==> config.mk <==
export PLATFORM = sky130hd
export DESIGN_NAME = pipeline_hazard_ctrl
export DESIGN_NICKNAME = d
export VERILOG_FILES = /design/src/rtl/hazard_ctrl_pkg.sv /design/src/rtl/load_use_detect.sv /design/src/rtl/pipeline_hazard_ctrl.sv
export SDC_FILE = /design/constraint.sdc
export NUM_CORES = 1
export LEC_CHECK = 0
export ABC_AREA = 1
export CORE_MARGIN = 2
export CORE_UTILIZATION = 45
export DETAILED_ROUTE_END_ITERATION = 10
export PLACE_DENSITY = 0.77
export SYNTH_ARGS = -nofsm -noshare
export SYNTH_HDL_FRONTEND = slang
export SYNTH_SLANG_ARGS = --single-unit
export TNS_END_PERCENT = 10
==> constraint.sdc <==
create_clock -name clk -period 1.7 [get_ports clk]
set_input_delay 0.34 -clock clk [delete_from_list [all_inputs] [get_ports clk]]
set_output_delay 0.34 -clock clk [all_outputs]
set_load 0.005 [all_outputs]
==> src/rtl/hazard_ctrl_pkg.sv <==
// Shared types and constants for the WISC-S25 pipeline hazard controller.
package hazard_ctrl_pkg;

    typedef enum logic [1:0] {
        RUN      = 2'd0,
        MEM_WAIT = 2'd1,
        DRAIN    = 2'd2,
        HALTED   = 2'd3
    } ctrl_state_t;

    // Instruction word loaded into IF/ID on flush and into ID/EX on bubble.
    localparam logic [15:0] NOP_INSTR = 16'h0000;

endpackage

==> src/rtl/load_use_detect.sv <==
// Combinational load-use hazard detector: a load in EX whose destination
// is read by the instruction in ID. Register 0 never creates a hazard.
module load_use_detect #(
    parameter int REG_ADDR_W = 4
) (
    input  logic                  mem_read,
    input  logic [REG_ADDR_W-1:0] ex_rd,
    input  logic [REG_ADDR_W-1:0] id_rs,
    input  logic [REG_ADDR_W-1:0] id_rt,
    input  logic                  uses_rt,
    output logic                  load_use
);

    // Compare the load destination against each source the ID instruction reads.
    always_comb begin
        load_use = mem_read && (ex_rd != '0) &&
                   ((ex_rd == id_rs) || (uses_rt && (ex_rd == id_rt)));
    end

endmodule

==> src/rtl/pipeline_hazard_ctrl.sv <==
// Stall/flush sequencer for the 5-stage pipeline: load-use stalls, taken
// branch flushes, cache-miss waits and HLT drain.
// Optional build macro HAZARD_STATS_EN adds saturating hazard counters.
module pipeline_hazard_ctrl
    import hazard_ctrl_pkg::*;
#(
    parameter int REG_ADDR_W   = 4,
    parameter int DRAIN_CYCLES = 3,
    parameter int MISS_TIMEOUT = 255
) (
    input  logic                  clk,
    input  logic                  rst_n,
    input  logic                  id_ex_mem_read,
    input  logic [REG_ADDR_W-1:0] id_ex_rd,
    input  logic [REG_ADDR_W-1:0] if_id_rs,
    input  logic [REG_ADDR_W-1:0] if_id_rt,
    input  logic                  if_id_uses_rt,
    input  logic                  id_branch_taken,
    input  logic                  id_is_hlt,
    input  logic                  mem_miss,
    input  logic                  mem_ready,
    output logic                  pc_we,
    output logic                  if_id_we,
    output logic                  if_id_flush,
    output logic                  id_ex_bubble,
    output logic                  ex_mem_we,
    output logic                  mem_wb_we,
    output logic                  halted,
    output logic                  err,
`ifdef HAZARD_STATS_EN
    output logic [15:0]           stall_cycles,
    output logic [15:0]           flush_count,
    output logic [15:0]           miss_cycles,
`endif
    output logic [1:0]            ctrl_state
);

    localparam int MISS_W  = $clog2(MISS_TIMEOUT + 1);
    localparam int DRAIN_W = $clog2(DRAIN_CYCLES + 1);

    ctrl_state_t        state, next_state, ret_state;
    logic [DRAIN_W-1:0] drain_cnt;
    logic [MISS_W-1:0]  miss_cnt;
    logic               load_use;

    load_use_detect #(.REG_ADDR_W(REG_ADDR_W)) u_load_use (
        .mem_read (id_ex_mem_read),
        .ex_rd    (id_ex_rd),
        .id_rs    (if_id_rs),
        .id_rt    (if_id_rt),
        .uses_rt  (if_id_uses_rt),
        .load_use (load_use)
    );

    // State register plus the drain/miss counters, return state and sticky error.
    always_ff @(posedge clk) begin
        if (!rst_n) begin
            state     <= RUN;
            ret_state <= RUN;
            drain_cnt <= '0;
            miss_cnt  <= '0;
            err       <= 1'b0;
        end else begin
            state <= next_state;
            case (state)
                RUN: begin
                    if (mem_miss) begin
                        ret_state <= RUN;
                    end else if (!load_use && id_is_hlt) begin
                        drain_cnt <= '0;
                    end
                end
                MEM_WAIT: begin
                    if (mem_ready) begin
                        miss_cnt <= '0;
                    end else if (miss_cnt != MISS_W'(MISS_TIMEOUT)) begin
                        miss_cnt <= miss_cnt + 1'b1;
                        // Flag on the edge where the counter reaches the limit.
                        if (miss_cnt == MISS_W'(MISS_TIMEOUT - 1)) begin
                            err <= 1'b1;
                        end
                    end
                end
                DRAIN: begin
                    if (mem_miss) begin
                        ret_state <= DRAIN;
                    end else if (drain_cnt != DRAIN_W'(DRAIN_CYCLES - 1)) begin
                        drain_cnt <= drain_cnt + 1'b1;
                    end
                end
                default: ;
            endcase
        end
    end

    // Next-state selection; a miss beats every other hazard.
    always_comb begin
        next_state = state;
        case (state)
            RUN: begin
                if (mem_miss)                    next_state = MEM_WAIT;
                else if (!load_use && id_is_hlt) next_state = DRAIN;
            end
            MEM_WAIT: begin
                if (mem_ready) next_state = ret_state;
            end
            DRAIN: begin
                if (mem_miss)                                    next_state = MEM_WAIT;
                else if (drain_cnt == DRAIN_W'(DRAIN_CYCLES - 1)) next_state = HALTED;
            end
            default: next_state = HALTED;
        endcase
    end

    // Enables, flush and bubble decoded from state and the same-cycle hazards.
    always_comb begin
        pc_we        = 1'b1;
        if_id_we     = 1'b1;
        ex_mem_we    = 1'b1;
        mem_wb_we    = 1'b1;
        if_id_flush  = 1'b0;
        id_ex_bubble = 1'b0;
        halted       = 1'b0;
        case (state)
            RUN: begin
                if (mem_miss) begin
                    pc_we     = 1'b0;
                    if_id_we  = 1'b0;
                    ex_mem_we = 1'b0;
                    mem_wb_we = 1'b0;
                end else if (load_use) begin
                    // Stalling takes precedence over a branch flush; the branch
                    // re-resolves once the load result is available.
                    pc_we        = 1'b0;
                    if_id_we     = 1'b0;
                    id_ex_bubble = 1'b1;
                end else if (id_is_hlt) begin
                    pc_we    = 1'b0;
                    if_id_we = 1'b0;
                end else if (id_branch_taken) begin
                    if_id_flush = 1'b1;
                end
            end
            MEM_WAIT: begin
                pc_we     = 1'b0;
                if_id_we  = 1'b0;
                ex_mem_we = 1'b0;
                mem_wb_we = 1'b0;
            end
            DRAIN: begin
                pc_we    = 1'b0;
                if_id_we = 1'b0;
                if (mem_miss) begin
                    ex_mem_we = 1'b0;
                    mem_wb_we = 1'b0;
                end else begin
                    id_ex_bubble = 1'b1;
                end
            end
            default: begin
                pc_we     = 1'b0;
                if_id_we  = 1'b0;
                ex_mem_we = 1'b0;
                mem_wb_we = 1'b0;
                halted    = 1'b1;
            end
        endcase
    end

    assign ctrl_state = state;

`ifdef HAZARD_STATS_EN
    function automatic logic [15:0] sat_inc(input logic [15:0] v);
        return (v == 16'hFFFF) ? v : v + 16'd1;
    endfunction

    // Saturating hazard statistics, cleared by reset.
    always_ff @(posedge clk) begin
        if (!rst_n) begin
            stall_cycles <= '0;
            flush_count  <= '0;
            miss_cycles  <= '0;
        end else begin
            if (state == RUN && !pc_we) stall_cycles <= sat_inc(stall_cycles);
            if (if_id_flush)            flush_count  <= sat_inc(flush_count);
            if (state == MEM_WAIT)      miss_cycles  <= sat_inc(miss_cycles);
        end
    end
`endif

endmodule

==> results of run 1 <==
flip-flops by register name, indices dropped and copies added (netlist names):
register,cells
miss_cnt,8
ret_state,1
ctrl_state,2
err,1
drain_cnt,2
worst paths after layout:
| check | end | depth (start not counted) | slack [ns] | from |
|---|---|---|---|---|
| worst max-delay path | id_ex_bubble | 8 | 0.08 | if_id_rs[3] |
| worst min-delay path | err | 2 | 0.47 | err |
| worst max register to register | miss_cnt[5] | 8 | 0.22 | miss_cnt[0] |
| worst min register to register | err | 2 | 0.47 | err |
cells by family after synthesis:
| group | Yosys count | share of synthesized area |
|---|---|---|
| flip-flops | 14 | 0.278 |
| adder cells (fa/ha/maj) | 3 | 0.0372 |
| buffers and inverters | 32 | 0.128 |
| AO/OA/AOI/OAI | 22 | 0.136 |
| AND/OR/NAND/NOR | 88 | 0.395 |
| XOR/XNOR | 3 | 0.0260 |
metal layers:
| layer | global-route usage | vias up |
|---|---|---|
| met2 | 0.387 | 29 |
| met1 | 0.190 | 486 |
| met5 | 0 | - |
| met4 | 0.118 | 0 |
| met3 | 0.0234 | 7 |
| li1 | - | 585 |
where the power goes:
part	switching, W	leakage, nW	total (W)	internal [W]
logic	0.000264	0.562	0.000489	0.000225
clock network	0.0000997	0.0138	0.000182	0.0000822
registers	0.0000222	0.115	0.000384	0.000361
layout make-up:
cell class / count / area (sq um) / area share
clock buffers: 3 / 22.5 / 0.0162
multi-input cells: 116 / 622 / 0.448
flip-flops and latches: 14 / 283 / 0.204
well taps: 28 / 35.0 / 0.0252
inverters: 29 / 109 / 0.0784
repair buffers: 38 / 317 / 0.228
cells in the mapped netlist, types with 2 or more instances:
cell type and instances:
o21ai_0 4, inv_1 26, inv_2 3, nand3_1 7, nor2_1 23, nor3_2 2, xor2_1 2, nand4_1 2
a21oi_1 12, dfxtp_1 14, nor3_1 4, ha_1 3, o21a_1 2, nand2_1 44, buf_4 2
through the flow:
step | std cells | setup WS [ns] | hold WS, ns | setup TNS [ns]
2_1_floorplan | 162 | 0.270 | 0.429 | 0
3_3_place_gp | 225 | -0.601 | 0.442 | -2.90
3_5_place_dp | 225 | -0.672 | 0.464 | -3.28
4_1_cts | 228 | 0.00256 | 0.476 | 0
5_1_grt | 228 | 0.00148 | 0.512 | 0
6_report | 228 | 0.0758 | 0.473 | 0
what timing repair did:
action / 4_1_cts / 5_1_grt
gates resized for setup: 48 / 6
pin swaps: 10 / 8
gates cloned: 0 / 0
hold endpoints to repair: 0 / 0
endpoints found under the setup margin: 7 / 4
critical path, stage by stage:
cell	delay [ns]
dlygate4sd2_1	0.24
xor2_1	0.13
nor2_1	0.12
nand2_1	0.06
nand2_1	0.07
nand2_2	0.07
a21oi_2	0.13
buf_2	0.13
==> impl_metrics.csv, run 1 <==
group,metric,value,unit
logic_synthesis,yosysSeqAreaShare,0.278,
finish,nNetsFinal,225,
detailed_routing,wl_per_cell,10.9,um
placed_design,place_congestion,0.871,
logic_synthesis,synth_edf_count,0,
detailed_routing,dr.pass1.iters,4,
timing,fin_crit,1.62,ns
global_route,grt_max_degree,10,
timing,worst_pin_slew,0.276,ns
clock_network,cts_root_buf,"clkbuf_4",
logic_synthesis,yosys-top-cells-area,"dfxtp_1 (28%), nand2_1 (16%), inv_1 (9.7%)",
floorplan,rows,17,
timing,min_period_over_period,0.955,
clock_network,cts_made_buffers,3,
global_route,antenna_found_initial,0,
clock_network,post-cts-setup-buffers,0,
clock_network,cts_hold_buf,0,
floorplan,initial_utilization,0.465,
detailed_routing,met1_length,1050,um
placed_design,hpwl,2000,um
floorplan,die_h,51.4,um
timing,skew,0.000692,ns
logic_synthesis,yosys_warnings,0,
floorplan,core,0.00217,sq mm
placed_design,io_buffers,29,
logic_synthesis,synth_cells,162,
finish,layout_commonest_cell,"nand2_1",
finish,drive_gt1_frac,0.200,
finish,layout_common_cells,"nand2_1 (42), inv_1 (24), nor2_1 (22)",
global_route,gr-total-overflow,0,
worst_setup_path,cp.required,1.36,ns
clock_network,h-tree-depth,1,
detailed_routing,routed_via_density,4.86,
logic_synthesis,synth_fp_nets,185,
worst_setup_path,crit_path_end_kind,"output port",
worst_setup_path,worstPathMaxFanout,3,
detailed_routing,drt_wl_total,2480,um
power,cellLeakagePower,0.691,nW
timing,fmax,0.616,GHz
run_status,outcome,"finished, final reports clean",
clock_network,cts_max_path_buffers,2,
detailed_routing,dr.first_iter.drc_count,21,
finish,area_growth,37.4,%
logic_synthesis,yosysUniqueCellTypes,27,
timing,hold_viol,0,
floorplan,ios,30,
finish,design_area,0.00139,sq mm
clock_network,cts_tree,"done",
detailed_routing,ant_nets,0,
detailed_routing,wl_met2,1250,um
timing,rsz0062_at_grt,"false",
logic_synthesis,syn-cell-area,0.00101,sq mm
logic_synthesis,ys_ff_latch,14,
detailed_routing,via_count,1107,
floorplan,dieArea,0.00264,sq mm
timing,setup_viol_count_final,0,
logic_synthesis,ys.flop_type,"dfxtp_1",
timing,finalMaxSlewViolations,0,
timing,slew_headroom,0.815,
power,power.density,760,mW/mm^2
clock_network,clk_pin_slew,0.07,ns
finish,n_antenna_cell,0,
finish,final_util,0.640,
global_route,grt_usage,0.197,
logic_synthesis,synth_area_leader_cell,"dfxtp_1",
clock_network,clock_sinks,14,
min_path,hold_path.class,"reg2reg",
logic_synthesis,synth_top_area_frac,0.278,
clock_network,clk_latency,0.28,ns
worst_setup_path,crit_type,"in2out",
placed_design,place_area,0.00138,sq mm
flow_run,maxCapViolCount,0,
global_route,grt_pass1_vias,1019,
power,finalPower,0.00105,W
logic_synthesis,postSynthAreaPerCell,6.23,sq um
detailed_routing,drc,0,
detailed_routing,dr.max_layer_used,"met4",
worst_setup_path,startpoint_type,"input port",
detailed_routing,wl_met3,123,um
global_route,grt_pass1_wl,3950,um
logic_synthesis,synth-async-reset-ratio,0,
power,ir_drop,0.684,mV
worst_setup_path,cp_data_arrival_time,1.28,ns
floorplan,fp.dieW,51.4,um
finish,n_fill_cell,220,
Note: power is estimated with default switching activity, not from simulation.
==> inputs of run 2 (changes only) <==
--- a/config.mk
+++ b/config.mk
@@ -6,10 +6,12 @@
 export NUM_CORES = 1
 export LEC_CHECK = 0
 export ABC_AREA = 1
+export CELL_PAD_IN_SITES_DETAIL_PLACEMENT = 1
+export CELL_PAD_IN_SITES_GLOBAL_PLACEMENT = 1
 export CORE_MARGIN = 2
-export CORE_UTILIZATION = 45
+export CORE_UTILIZATION = 31
 export DETAILED_ROUTE_END_ITERATION = 10
-export PLACE_DENSITY = 0.77
+export PLACE_DENSITY = 0.78
 export SYNTH_ARGS = -nofsm -noshare
 export SYNTH_HDL_FRONTEND = slang
 export SYNTH_SLANG_ARGS = --single-unit
==> run 2 against run 1 <==
  * Critical path depth shrank 4
  * Largest power group unchanged
  * Die area is 41% higher
  * Combinational power increased by 15%
  * Non-clock buffer count increased by 7
  * Fmax decreased by 5.1%
  * Clock skew rose by 0.0019 ns
  * Highest routed layer unchanged
  * Sequential power up 3%
  * Flip-flop and latch count did not move
  * The run now ends with setup timing left
  * Design area is 5.6% higher
  * Register-to-register slack worse by 0.08 ns
  * Clock power up 41%
==> impl_metrics.csv, run 2 (synthesized netlist as in run 1, its figures left out) <==
group,metric,value,unit
clock_network,h-tree-depth,1,
global_route,grt_pass1_wl,5060,um
power,ir_drop,0.356,mV
worst_setup_path,worstPathMaxFanout,3,
flow_run,maxCapViolCount,0,
clock_network,cts_made_buffers,3,
power,cellLeakagePower,0.740,nW
detailed_routing,drc,0,
clock_network,clock_sinks,14,
finish,largest_reg_flops,8,
floorplan,die_h,61.1,um
clock_network,cts_root_buf,"clkbuf_4",
finish,layout_commonest_cell,"nand2_1",
global_route,antenna_found_initial,0,
detailed_routing,via_count,1168,
global_route,grt_max_degree,9,
placed_design,place_area,0.00142,sq mm
global_route,grt_pass1_vias,1204,
timing,hold_viol,0,
detailed_routing,dr.pass1.iters,4,
timing,rsz0062_at_grt,"true",
floorplan,rows,20,
worst_setup_path,reg2reg_to,"miss_cnt[6]",
finish,drive_gt1_frac,0.284,
finish,layout_common_cells,"nand2_1 (42), inv_1 (22), nor2_1 (20)",
detailed_routing,drt_wl_total,2980,um
detailed_routing,ant_nets,0,
detailed_routing,routed_via_density,4.63,
timing,slew_headroom,0.808,
timing,final.setup.tns,-0.0201,ns
run_status,outcome,"finished with violations",
finish,area_growth,45.1,%
clock_network,clk_latency,0.29,ns
floorplan,initial_utilization,0.328,
global_route,gr-total-overflow,0,
clock_network,clk_pin_slew,0.10,ns
worst_setup_path,startpoint_type,"input port",
timing,finalMaxSlewViolations,0,
timing,worst_pin_slew,0.287,ns
floorplan,fp.dieW,61.1,um
detailed_routing,dr.first_iter.drc_count,39,
timing,skew,0.00256,ns
worst_setup_path,cp.required,1.36,ns
worst_setup_path,crit_path_end_kind,"output port",
finish,design_area,0.00147,sq mm
worst_setup_path,reg2reg_depth,10,
detailed_routing,wl_per_cell,11.8,um
placed_design,hpwl,2440,um
clock_network,cts_max_path_buffers,2,
global_route,grt_usage,0.180,
floorplan,core,0.00308,sq mm
run_status,violations,"setup timing",
floorplan,ios,30,
worst_setup_path,cp-startpoint,"mem_miss",
worst_setup_path,r2r_slack,0.14,ns
timing,setup_viol_count_final,2,
timing,fmax,0.584,GHz
placed_design,dpl_worst_slack,-0.672,ns
floorplan,dieArea,0.00373,sq mm
finish,regMostFlops,"miss_cnt",
finish,n_fill_cell,420,
worst_setup_path,r2r_start,"ctrl_state[1]",
finish,nNetsFinal,232,
timing,min_period_over_period,1.01,
worst_setup_path,crit_type,"in2out",
worst_setup_path,cp_data_arrival_time,1.37,ns
clock_network,cts_tree,"done",
timing,finalWorstSetupSlack,-0.0109,ns
placed_design,io_buffers,29,
min_path,hold_path.class,"reg2reg",
finish,n_antenna_cell,0,
worst_setup_path,endpoint,"mem_wb_we",
timing,fin_crit,1.71,ns
placed_design,place_congestion,0.768,
power,power.density,829,mW/mm^2
run 2: cell types whose count changed in the layout (fill, tap and decap cells not counted), sizes merged:
cell           change
buf                +8
clkbuf             +8
clkdlybuf4s15      -2
dlygate4sd2        -8
dlymetal6s2s       +2
run 2: power breakdown:
| part | switching [W] | leakage, nW | internal, W | total, W |
|---|---|---|---|---|
| Combinational | 0.000292 | 0.604 | 0.000272 | 0.000564 |
| Clock | 0.000126 | 0.0210 | 0.000130 | 0.000257 |
| Sequential | 0.0000304 | 0.115 | 0.000364 | 0.000394 |
| Total | 0.000449 | 0.740 | 0.000766 | 0.00121 |
run 2: how the worst min path moves through the flow:
| stage | depth (start not counted) | slack [ns] | startpoint | end |
|---|---|---|---|---|
| 4_1_cts | 2 | 0.47 | err | err |
| 3_5_place_dp | 2 | 0.45 | err | err |
| 5_1_grt | 2 | 0.51 | err | err |
| 6_report | 2 | 0.46 | err | err |
| 2_1_floorplan | 1 | 0.43 | mem_miss | ret_state[1] |
| 3_3_place_gp | 2 | 0.44 | err | err |
run 2: what timing repair did:
item / CTS / global route
buffers inserted: 5 / 0
hold buffers: 0 / 0
setup endpoints to repair: 8 / 6
pin swaps: 12 / 15
gates resized for setup: 50 / 25
hold endpoints to repair: 0 / 0
run 2: worst max-delay path, cell delays in order:
cell	delay, ns
dlygate4sd2_1	0.29
nor2_2	0.14
buf_4	0.12
clkdlybuf4s50_1	0.48
run 2: final cells by class:
type	instances	area, sq um	share of cell area
multi-input cells	116	633	0.432
repair buffers	45	347	0.237
flip-flops and latches	14	285	0.195
inverters	29	109	0.0743
well taps	44	55.1	0.0376
clock buffers	4	36.3	0.0248
run 2: per-stage QoR:
| step | power (W) | util | hold slack [ns] | std cells |
|---|---|---|---|---|
| after floorplan | 0.000666 | - | 0.429 | 162 |
| after global placement | 0.000882 | 0.461 | 0.443 | 243 |
| after global routing | 0.00130 | 0.476 | 0.506 | 252 |
| after CTS | 0.00122 | 0.491 | 0.465 | 252 |
| after detailed placement | 0.000907 | 0.461 | 0.451 | 243 |
| final | 0.00121 | 0.476 | 0.455 | 252 |
run 2: routing by layer:
| layer | global-route usage | vias to the layer above | wire [um] |
|---|---|---|---|
| met1 | 0.206 | 552 | 1260 |
| met3 | 0.0252 | 2 | 90 |
| li1 | - | 595 | - |
| met2 | 0.351 | 19 | 1620 |
| met5 | 0 | - | 0 |
| met4 | 0.0373 | 0 | 11 |
==> inputs of run 3 (changes only) <==
--- a/config.mk
+++ b/config.mk
@@ -10,9 +10,10 @@
 export CELL_PAD_IN_SITES_GLOBAL_PLACEMENT = 1
 export CORE_MARGIN = 2
 export CORE_UTILIZATION = 31
+export CTS_CLUSTER_SIZE = 24
 export DETAILED_ROUTE_END_ITERATION = 10
 export PLACE_DENSITY = 0.78
 export SYNTH_ARGS = -nofsm -noshare
 export SYNTH_HDL_FRONTEND = slang
 export SYNTH_SLANG_ARGS = --single-unit
-export TNS_END_PERCENT = 10
+export TNS_END_PERCENT = 30
==> results of run 3 <==
Final layout, timing and power as in run 2 (identical DEF).
